File: src/rtl/radix4_booth_operand_seq.sv
// Radix-4 Booth operand front-end: captures X/Y, holds X multiples, and
// streams one selected partial product (plus negation carry) per Y digit.
module radix4_booth_operand_seq #(
    parameter int WIDTH  = 8,
    parameter int SIGNED = 1,
    localparam int PPW   = WIDTH + 2,
    localparam int YE    = (SIGNED != 0) ? ((WIDTH + 1) / 2) * 2 : ((WIDTH + 2) / 2) * 2,
    localparam int NDIG  = YE / 2,
    localparam int IDXW  = (NDIG > 1) ? $clog2(NDIG) : 1
) (
    input  logic            clk,
    input  logic            rst,
    input  logic            in_valid,
    output logic            in_ready,
    input  logic [WIDTH-1:0] x,
    input  logic [WIDTH-1:0] y,
    input  logic            abort,
    output logic            pp_valid,
    input  logic            pp_ready,
    output logic [PPW-1:0]  pp,
    output logic            pp_cin,
    output logic [IDXW-1:0] digit_idx,
    output logic            digit_last,
    output logic            done
);

    localparam logic [IDXW-1:0] LAST_IDX = IDXW'(NDIG - 1);

    typedef enum logic [1:0] {S_IDLE, S_RUN, S_DONE} state_t;

    state_t          state_q, state_d;
    logic [IDXW-1:0] idx_q, idx_d;
    logic [YE:0]     ye_q, ye_d;          // extended Y with the implicit y[-1]=0 at bit 0
    logic [PPW-1:0]  mx_q, mx_d;
    logic [PPW-1:0]  mxn_q, mxn_d;
    logic [PPW-1:0]  m2x_q, m2x_d;
    logic [PPW-1:0]  m2xn_q, m2xn_d;
    logic [PPW-1:0]  pp_q, pp_d;
    logic            pp_cin_q, pp_cin_d;

    logic [PPW-1:0]  xe;
    logic [YE-1:0]   ye_ext;
    logic            sx, sy;
    logic [2:0]      trip;

    // State register
    always_ff @(posedge clk or posedge rst) begin
        if (rst) begin
            state_q  <= S_IDLE;
            idx_q    <= '0;
            ye_q     <= '0;
            mx_q     <= '0;
            mxn_q    <= '0;
            m2x_q    <= '0;
            m2xn_q   <= '0;
            pp_q     <= '0;
            pp_cin_q <= 1'b0;
        end else begin
            state_q  <= state_d;
            idx_q    <= idx_d;
            ye_q     <= ye_d;
            mx_q     <= mx_d;
            mxn_q    <= mxn_d;
            m2x_q    <= m2x_d;
            m2xn_q   <= m2xn_d;
            pp_q     <= pp_d;
            pp_cin_q <= pp_cin_d;
        end
    end

    // Next-state logic; the selected digit is computed from the next index so
    // pp/pp_cin are registered and line up with digit_idx.
    always_comb begin
        sx     = (SIGNED != 0) & x[WIDTH-1];
        sy     = (SIGNED != 0) & y[WIDTH-1];
        xe     = {{2{sx}}, x};
        ye_ext = YE'({{2{sy}}, y});

        state_d = state_q;
        idx_d   = idx_q;
        ye_d    = ye_q;
        mx_d    = mx_q;
        mxn_d   = mxn_q;
        m2x_d   = m2x_q;
        m2xn_d  = m2xn_q;

        case (state_q)
            S_IDLE: begin
                if (!abort && in_valid) begin
                    ye_d    = {ye_ext, 1'b0};
                    mx_d    = xe;
                    mxn_d   = ~xe;
                    m2x_d   = {xe[PPW-2:0], 1'b0};
                    m2xn_d  = ~{xe[PPW-2:0], 1'b0};
                    idx_d   = '0;
                    state_d = S_RUN;
                end
            end
            S_RUN: begin
                if (abort) begin
                    state_d = S_IDLE;
                end else if (pp_ready) begin
                    if (idx_q == LAST_IDX) begin
                        state_d = S_DONE;
                    end else begin
                        idx_d = idx_q + IDXW'(1);
                    end
                end
            end
            S_DONE: begin
                state_d = S_IDLE;
            end
            default: begin
                state_d = S_IDLE;
            end
        endcase

        trip = 3'b000;
        for (int i = 0; i < NDIG; i++) begin
            if (idx_d == IDXW'(i)) begin
                trip = ye_d[2*i +: 3];
            end
        end

        pp_d     = '0;
        pp_cin_d = 1'b0;
        case (trip)
            3'b001, 3'b010: pp_d = mx_d;
            3'b011:         pp_d = m2x_d;
            3'b100: begin
                pp_d     = m2xn_d;
                pp_cin_d = 1'b1;
            end
            3'b101, 3'b110: begin
                pp_d     = mxn_d;
                pp_cin_d = 1'b1;
            end
            default: begin
                pp_d     = '0;
                pp_cin_d = 1'b0;
            end
        endcase
    end

    // Outputs
    always_comb begin
        in_ready   = (state_q == S_IDLE);
        pp_valid   = (state_q == S_RUN);
        done       = (state_q == S_DONE);
        digit_idx  = idx_q;
        digit_last = (state_q == S_RUN) && (idx_q == LAST_IDX);
        pp         = pp_q;
        pp_cin     = pp_cin_q;
    end

endmodule
File: config.mk
export PLATFORM = sky130hd
export DESIGN_NAME = radix4_booth_operand_seq
export DESIGN_NICKNAME = d
export VERILOG_FILES = /design/src/rtl/radix4_booth_operand_seq.sv
export SDC_FILE = /design/constraint.sdc
export NUM_CORES = 1
export LEC_CHECK = 0
export CAP_MARGIN = 40
export CORE_ASPECT_RATIO = 1.75
export CORE_MARGIN = 5
export CORE_UTILIZATION = 57
export CTS_CLUSTER_DIAMETER = 120
export DETAILED_ROUTE_END_ITERATION = 10
export PLACE_DENSITY_LB_ADDON = 0.12
export SYNTH_ARGS = -nofsm -noshare
export SYNTH_HDL_FRONTEND = slang
export SYNTH_SLANG_ARGS = --single-unit
File: constraint.sdc
create_clock -name clk -period 6.3 [get_ports clk]
set_input_delay 0.945 -clock clk [delete_from_list [all_inputs] [get_ports clk]]
set_output_delay 0.945 -clock clk [all_outputs]
set_load 0.01 [all_outputs]
; Word-level counts from Yosys, hierarchy flattened
; Cells that the tools add are included.
[op_classes]
eq_ne = 15
n_mux = 26
n_addsub = 1
reduce_logical = 9
bitwise_logic = 2
[ops]
columns = cell, n
row1 = two-way mux 10 bit, 8
row2 = case mux 10 bit (4 select lines), 1
row3 = NOT 10 bit, 2
row4 = two-way mux 9 bit, 2
row5 = two-way mux 2 bit, 8
row6 = two-way mux 3 bit, 4
row7 = "equality test 3 bit, second input constant", 3
row8 = "equality test 2 bit, second input constant", 4
row9 = case mux 2 bit (2 select lines), 2
row10 = "equality test 3 x 2 -> 1 bit, second input constant", 2
row11 = "inequality test 3 x 2 -> 1 bit, second input constant", 2
row12 = "equality test 2 x 1 -> 1 bit, second input constant", 2
row13 = zero test 2 bit, 2
row14 = OR reduction 2 bit, 2
row15 = "equality test 3 x 1 -> 1 bit, second input constant", 1
row16 = AND reduction 3 bit, 1
row17 = OR reduction 3 bit, 1
row18 = "adder 2 x 1 -> 2 bit, second input constant", 1
row19 = logical AND 1 bit, 2
row20 = "inequality test 2 x 1 -> 1 bit, second input constant", 1
row21 = zero test 1 bit, 1
row22 = two-way mux 1 bit, 1
[totals]
output_inout_bits = 17
reg_bits = 64
input_bits = 21
word_cells = 62

; Logic depth before layout (Yosys ltp)
; Gate-level depths: netlist of the first run.
[depth]
depth_word = 13
ltp_mapped = 10
ltp_nobuf = 7

; Worst setup path after synthesis of the first run
; Ideal clock, no wire load.
[synth_path]
path_kind = input -> register
start = in abort
end = reg pp_q[8], in the netlist pp[8]
arrival_time_ps = 2780
setup_ps = 121
slack_ps = 3398
n_path_buf = 2
path_stages = 9
required_ps = 6179
cell_sequence = or4b_1 > buf_2 > o211ai_1 > o21ai_0 > a2bb2oi_4 > and2_1 > buf_2 > o2bb2ai_1 > o22a_1
[synth_between]
elab_chain_len = 12
elab_cells_between_ends = 32
cone_classes = 9 x eq/ne / 18 x mux / 5 x reduce/logical
[synth_rtl]
columns = element, line
row1 = from (decl), 17  ; input logic abort,
row2 = zero test 1 bit, 89  ; if (!abort && in_valid) begin
row3 = logical AND 1 bit, 89
row4 = two-way mux 2 bit, 89
row5 = case mux 2 bit (2 select lines), 87  ; case (state_q)
row6 = zero test 2 bit, 120  ; if (idx_d == IDXW'(i)) begin
row7 = two-way mux 3 bit (4 in a row), 120
row8 = equality test 3 bit (tied with other cells), 127  ; case (trip)
row9 = "OR reduction 2 bit, on equally long branches", -
row10 = case mux 10 bit (4 select lines) (*), 127
row11 = via pp_d[8], 38  ; logic [PPW-1:0] pp_q, pp_d;
row12 = to (signal assigned), 66  ; pp_q <= pp_d;
row13 = to (decl), 38
; Mark *: on every way through the listed nets, which the timed path passes. The rest lies on a longest branch.
; A chain may end at the register's enable or synchronous reset.

; Worst setup path in the final report of the first run
[layout_path]
start = in abort
end = reg pp_q[9], in the netlist pp[9]
; Same word-level chain as after synthesis.

==> results.json, run 1 <==
{
  "synthXorXnorAreaFrac_pct": 0.592,
  "clkTransAtPathRegs_ns": 0.06,
  "synth_top_area_share_pct": 54.1,
  "synth_cells": 286,
  "yosysTopAreaCell": "dfrtp_1",
  "netlist_top_cells_area": "dfrtp_1 (54%), nand2_1 (8.5%), mux2i_1 (5.4%)",
  "ios": 38,
  "cp-start-kind": "input port",
  "hold_violations": 0,
  "status": "finished, final reports clean",
  "root_buffer": "clkbuf_8",
  "drive_gt1_share_pct": 10.7,
  "synth_top_cells_by_count": "nand2_1 (67), dfrtp_1 (64), nor2_1 (24)",
  "min_period_over_period_pct": 61.7,
  "max_freq_ghz": 0.257,
  "grt_pass1_wl_um": 10300,
  "yosys.area_share.simple_pct": 16.6,
  "final.setup.tns_ns": 0,
  "synth-compound-area-share_pct": 15.3,
  "grt_remaining_overflow": 0,
  "drv_cap": 0,
  "worst_slew_pin_slew_ns": 0.890,
  "powerDensity_nw_per_um2": 345,
  "antenna_found_initial": 0,
  "worstSetupEndpointType": "flip-flop",
  "hold_class": "flip-flop to flip-flop",
  "grt_max_degree": 65,
  "fin_ws_ns": 2.41,
  "diodes": 0,
  "wl_per_cell_um": 16.1,
  "gp_congestion": 0.767,
  "yosysMostFrequentCell": "nand2_1",
  "cts_resized": 0,
  "synth_top_family_by_area": "simple AND/OR/NAND/NOR gates",
  "dp_hpwl_um": 4240,
  "power.internal_mw": 0.859,
  "synth_ff_type": "dfrtp_1",
  "wl_um": 6100,
  "ys_seq_elements": 64,
  "stdcell_count": 380,
  "rsz0062_at_grt": "no",
  "avgSynthCellArea_um2": 10.3,
  "clock_path_buffers": 2,
  "rows": 34,
  "clk_latency_ns": 0.33,
  "layout_min_cycle_time_ns": 3.89,
  "required_ns": 6.57,
  "die_h_um": 105,
  "yosysUniqueCellTypes": 45,
  "route.detailed.drc": 0,
  "fp.dieArea_um2": 6790,
  "cts_hold_buf": 0,
  "post-cts-setup-buffer-count": 0,
  "slew_headroom_pct": 40.3,
  "p_seq_share_pct": 43.4,
  "routed_via_density": 5.67,
  "crit_arrival_ns": 4.16,
  "synth_edf_count": 0,
  "ys_seq_area_share_pct": 54.1,
  "syn_to_final_growth_pct": 19.2,
  "mappedNetlistArea_um2": 2960,
  "finalNetCount": 343,
  "clock_sinks": 64,
  "crit_fanout": 20,
  "peakVddDrop_uv": 208,
  "place_ws_ns": 2.07,
  "p_sw_mw": 0.357,
  "die_width_um": 64.5,
  "grt_pass1_vias": 2158,
  "fill_cells": 388,
  "p_leak_nw": 1.76,
  "synth_fp_nets": 307,
  "grtUsageTotal_pct": 19.9,
  "synthAdderAreaFrac_pct": 0,
  "postRouteAntennaNets": 0,
  "vias": 2153,
  "port_buffers": 37,
  "maxSlewViolCount": 0,
  "yosys_warnings": 0,
  "rrSetupSlack_ns": 3.08,
  "core_um2": 5020,
  "cts_buffers": 9,
  "drtPass1Iterations": 4,
  "setup-violations-final": 0,
  "synthMuxAreaShare_pct": 8.93,
  "synth_async_sr_flop_share_pct": 100,
  "start_util_pct": 58.9,
  "p_sw_share_pct": 29.4,
  "cts_tree": "yes",
  "cts_htree_levels": 3,
  "fin_worst_skew_ns": 0.00803,
  "dp_cells": 365,
  "dr.first_iter.drc_count": 141,
  "critPathKind": "input port to flip-flop",
  "clock_power_share_pct": 27.6,
  "combPwrFrac_pct": 29.0
}
-- cell families after synthesis --
family,count (synthesis)
AOI/OAI and AO/OA,60
xor gates and xnor gates,2
buffers and inverters,25
DFF,64
muxes,23
and+or+nand+nor,112
-- final cells by class --
type | count | area, um2 | area share (%)
Clock buffer | 11 | 141 | 4.01
Clock inverter | 4 | 45.0 | 1.28
Inverter | 9 | 33.8 | 0.958
Multi-Input combinational cell | 197 | 1230 | 35.0
Sequential cell | 64 | 1600 | 45.4
Tap cell | 54 | 67.6 | 1.92
Timing Repair Buffer | 41 | 404 | 11.5
-- power groups by stage --
stage | sequential [mW] | clock, mW | combinational [mW]
floorplan | 0.543 | 0 | 0.222
global placement | 0.535 | 0 | 0.344
detailed placement | 0.537 | 0 | 0.355
CTS | 0.529 | 0.341 | 0.358
global route | 0.538 | 0.363 | 0.392
finish | 0.528 | 0.335 | 0.353
-- state kept, by name, summed over array words and instances (netlist names) --
| name | flops |
|---|---|
| digit_idx | 2 |
| m2xn_q | 10 |
| ye_q | 9 |
| mx_q | 10 |
| pp_cin | 1 |
| mxn_q | 10 |
| state_q | 2 |
| pp | 10 |
| m2x_q | 10 |
-- path summary, 6_finish.rpt --
path	to	depth (start not counted)	startpoint
max in group asynchronous	m2x_q[1]$_DFF_PP0_	3	rst
worst max-delay path	pp[9]$_DFF_PP0_	8	abort
worst min register to register	m2xn_q[0]$_DFF_PP0_	1	m2xn_q[0]$_DFF_PP0_
worst min-delay path	m2xn_q[0]$_DFF_PP0_	1	m2xn_q[0]$_DFF_PP0_
worst max register to register	pp[9]$_DFF_PP0_	7	state_q[1]$_DFFE_PP0P_
min in group asynchronous	ye_q[7]$_DFF_PP0_	3	rst
-- through the flow --
stage	utilization, %	instance area, um2	total power, mW	hold WS [ns]
after floorplan	-	2960	0.765	0.432
after global placement	66.3	3330	0.880	0.455
after detailed placement	66.5	3340	0.892	0.454
after CTS	70.2	3530	1.23	0.470
after global routing	70.2	3530	1.29	0.486
final	70.2	3530	1.22	0.464
-- cell usage in the layout, fill, tap and decap left out, types with 2 or more instances in the layout --
master           synthesis  layout
o22a_1                   3       3
clkdlybuf4s50_1          0      37
inv_1                    9       8
and2_1                   5       5
nor2_1                  24      24
and3_1                   2       2
nor3_1                   2       2
a22oi_1                  5       5
o2bb2ai_1                2       2
buf_4                    1       3
clkbuf_8                 0      10
dfrtp_1                 64      64
nand2b_1                 2       2
clkinv_2                 0       3
o21ai_0                 16      16
mux2i_4                  2       2
mux2i_1                 16      16
nand2_1                 67      67
a21o_1                   6       6
a2bb2oi_1                8       8
a21oi_1                  9       9
xnor2_1                  2       2
o2bb2ai_2                2       2
mux2_2                   4       4
-- per-layer routing --
layer	vias to the layer above	share of wire, %	GRT usage [%]
met5	-	0	0
met4	0	2.1	7.56
met3	10	3.9	4.79
met2	45	56	34.8
met1	1058	38	23.1
li1	1040	-	-
-- critical path, stage by stage --
cell             delay [ns]
clkdlybuf4s50_1        0.49
or4b_1                 0.86
o211ai_1               0.26
o22ai_1                0.12
o2bb2ai_2              0.74
and2_1                 0.42
o2bb2ai_1              0.17
o22a_1                 0.15
Note: power is estimated with default switching activity, not from simulation.
==> run 2: changes to the inputs <==
--- a/config.mk
+++ b/config.mk
@@ -8,7 +8,7 @@
 export CAP_MARGIN = 40
 export CORE_ASPECT_RATIO = 1.75
 export CORE_MARGIN = 5
-export CORE_UTILIZATION = 57
+export CORE_UTILIZATION = 49
 export CTS_CLUSTER_DIAMETER = 120
 export DETAILED_ROUTE_END_ITERATION = 10
 export PLACE_DENSITY_LB_ADDON = 0.12
==> constraint.sdc (replaced) <==
create_clock -name clk -period 3.1 [get_ports clk]
set_input_delay 0.465 -clock clk [delete_from_list [all_inputs] [get_ports clk]]
set_output_delay 0.465 -clock clk [all_outputs]
set_load 0.01 [all_outputs]
==> run 2 against run 1 <==
  * Clock power grew 89%
  * Die area is 14% higher
  * Register-to-register slack worse by 2.6 ns
  * Clock skew decreased by 0.0022 ns
  * Sequential power is 100% higher
  * Combinational power is 120% higher
  * Routed wire length rose by 5.5%
  * First-iteration DRC count fell by 53%
  * Largest power group unchanged
==> results.json, run 2 (synthesis results as in run 1) <==
{
  "place_ws_ns": -0.0240,
  "whs_path_depth": 1,
  "vias": 2154,
  "syn_to_final_growth_pct": 24.8,
  "cts_buffers": 9,
  "layout_min_cycle_time_ns": 2.79,
  "route.detailed.drc": 0,
  "rows": 37,
  "final_common_cell": "nand2_1",
  "grt_pass1_wl_um": 10800,
  "hold_end": "m2xn_q[0]$_DFF_PP0_",
  "ff_latch_area_um2": 1600,
  "required_ns": 3.32,
  "postRouteAntennaNets": 0,
  "grt_pass1_vias": 2267,
  "whs_ns": 0.466,
  "peakVddDrop_uv": 411,
  "setup-violations-final": 0,
  "powerDensity_nw_per_um2": 673,
  "clock_sinks": 64,
  "worstSetupEndpointType": "flip-flop",
  "ios": 38,
  "maxSlewViolCount": 0,
  "finalNetCount": 360,
  "hold_class": "flip-flop to flip-flop",
  "crit_fanout": 8,
  "start_util_pct": 50.3,
  "fp.dieArea_um2": 7750,
  "cp-start-kind": "input port",
  "dr.first_iter.drc_count": 66,
  "die_h_um": 113,
  "timing.rr.start": "state_q[0]$_DFFE_PP0P_",
  "fin_worst_skew_ns": 0.00587,
  "diodes": 0,
  "routed_via_density": 5.13,
  "grt_max_degree": 65,
  "max_freq_ghz": 0.358,
  "grt_remaining_overflow": 0,
  "min_period_over_period_pct": 90.0,
  "clock_path_buffers": 2,
  "worst_slew_pin_slew_ns": 0.798,
  "crit_arrival_ns": 3.01,
  "drtPass1Iterations": 4,
  "core_um2": 5880,
  "final_cell_mix": "nand2_1 (67), dfrtp_1 (64), clkdlybuf4s50_1 (37)",
  "post-cts-setup-buffer-count": 0,
  "rsz0062_at_grt": "no",
  "drive_gt1_share_pct": 14.6,
  "wl_um": 6430,
  "cts_htree_levels": 3,
  "antenna_found_initial": 0,
  "clk_latency_ns": 0.34,
  "slew_headroom_pct": 46.8,
  "rrSetupSlack_ns": 0.51,
  "fill_cells": 521,
  "reg2reg_depth": 8,
  "p_leak_nw": 1.85,
  "multi_input_area_um2": 1230,
  "status": "finished, final reports clean",
  "fin_ws_ns": 0.309,
  "cts_hold_buf": 0,
  "die_width_um": 68.7,
  "gp_congestion": 0.775,
  "min_from": "m2xn_q[0]$_DFF_PP0_",
  "critPathKind": "input port to flip-flop",
  "grtUsageTotal_pct": 19.1,
  "dp_hpwl_um": 4670,
  "cts_tree": "yes",
  "worstReg2RegEnd": "pp[9]$_DFF_PP0_",
  "wl_per_cell_um": 15.3,
  "clkTransAtPathRegs_ns": 0.06,
  "hold_violations": 0,
  "port_buffers": 37,
  "cts_resized": 0,
  "drv_cap": 0,
  "root_buffer": "clkbuf_8"
}
-- run 2: cell types whose count changed in the layout (fill, tap and decap cells not counted), sizes merged --
cell	before	now
clkinv	3	0
bufinv	1	0
buf	4	21
clkbuf	11	14
-- run 2: critical path, stage by stage --
cell and delay [ns]:
clkdlybuf4s50_1 0.46, buf_4 0.17, nor4b_4 0.46, buf_4 0.24, nor2_1 0.04, mux2_2 0.26
o2bb2ai_2 0.26, buf_4 0.22, xnor2_1 0.17, a21oi_1 0.07, o22a_1 0.18
-- run 2: layout make-up --
type                    instances  area share (%)
flip-flops and latches         64            43.4
well taps                      78            2.64
repair buffers                 58            15.0
clock buffers                  14            4.68
inverters                       9           0.915
multi-input cells             197            33.4
-- run 2: through the flow --
step                      TNS (ns)  total power, mW  cell area (um2)  cells  util (%)
after floorplan                  0             1.56             2960    286         -
after global placement     -0.0279             1.86             3520    406      59.8
after detailed placement   -0.0582             1.88             3520    406      59.8
after CTS                        0             2.52             3690    420      62.8
after global routing             0             2.64             3690    420      62.8
final                            0             2.49             3690    420      62.8
-- run 2: worst max-delay path by stage --
stage	to	slack (ns)	cells after the start	start
2_1_floorplan	pp[8]$_DFF_PP0_	0.68	9	abort
6_report	pp[9]$_DFF_PP0_	0.31	11	abort
3_3_place_gp	pp[1]$_DFF_PP0_	-0.03	11	abort
4_1_cts	pp[1]$_DFF_PP0_	0.33	11	abort
5_1_grt	pp[1]$_DFF_PP0_	0.08	11	abort
3_5_place_dp	pp[9]$_DFF_PP0_	-0.02	11	abort
-- run 2: where the power goes --
| group | switching (mW) | internal [mW] |
|---|---|---|
| clock network | 0.285 | 0.348 |
| registers | 0.0590 | 1.01 |
| logic | 0.382 | 0.401 |
-- run 2: per-layer routing --
metal  part of all wire, %  global-route usage [%]  vias up
met3                   3.9                    5.56       11
li1                      -                       -     1079
met4                   2.0                    8.59        0
met2                    54                    32.3       42
met5                     0                       0        -
met1                    41                    21.3     1022
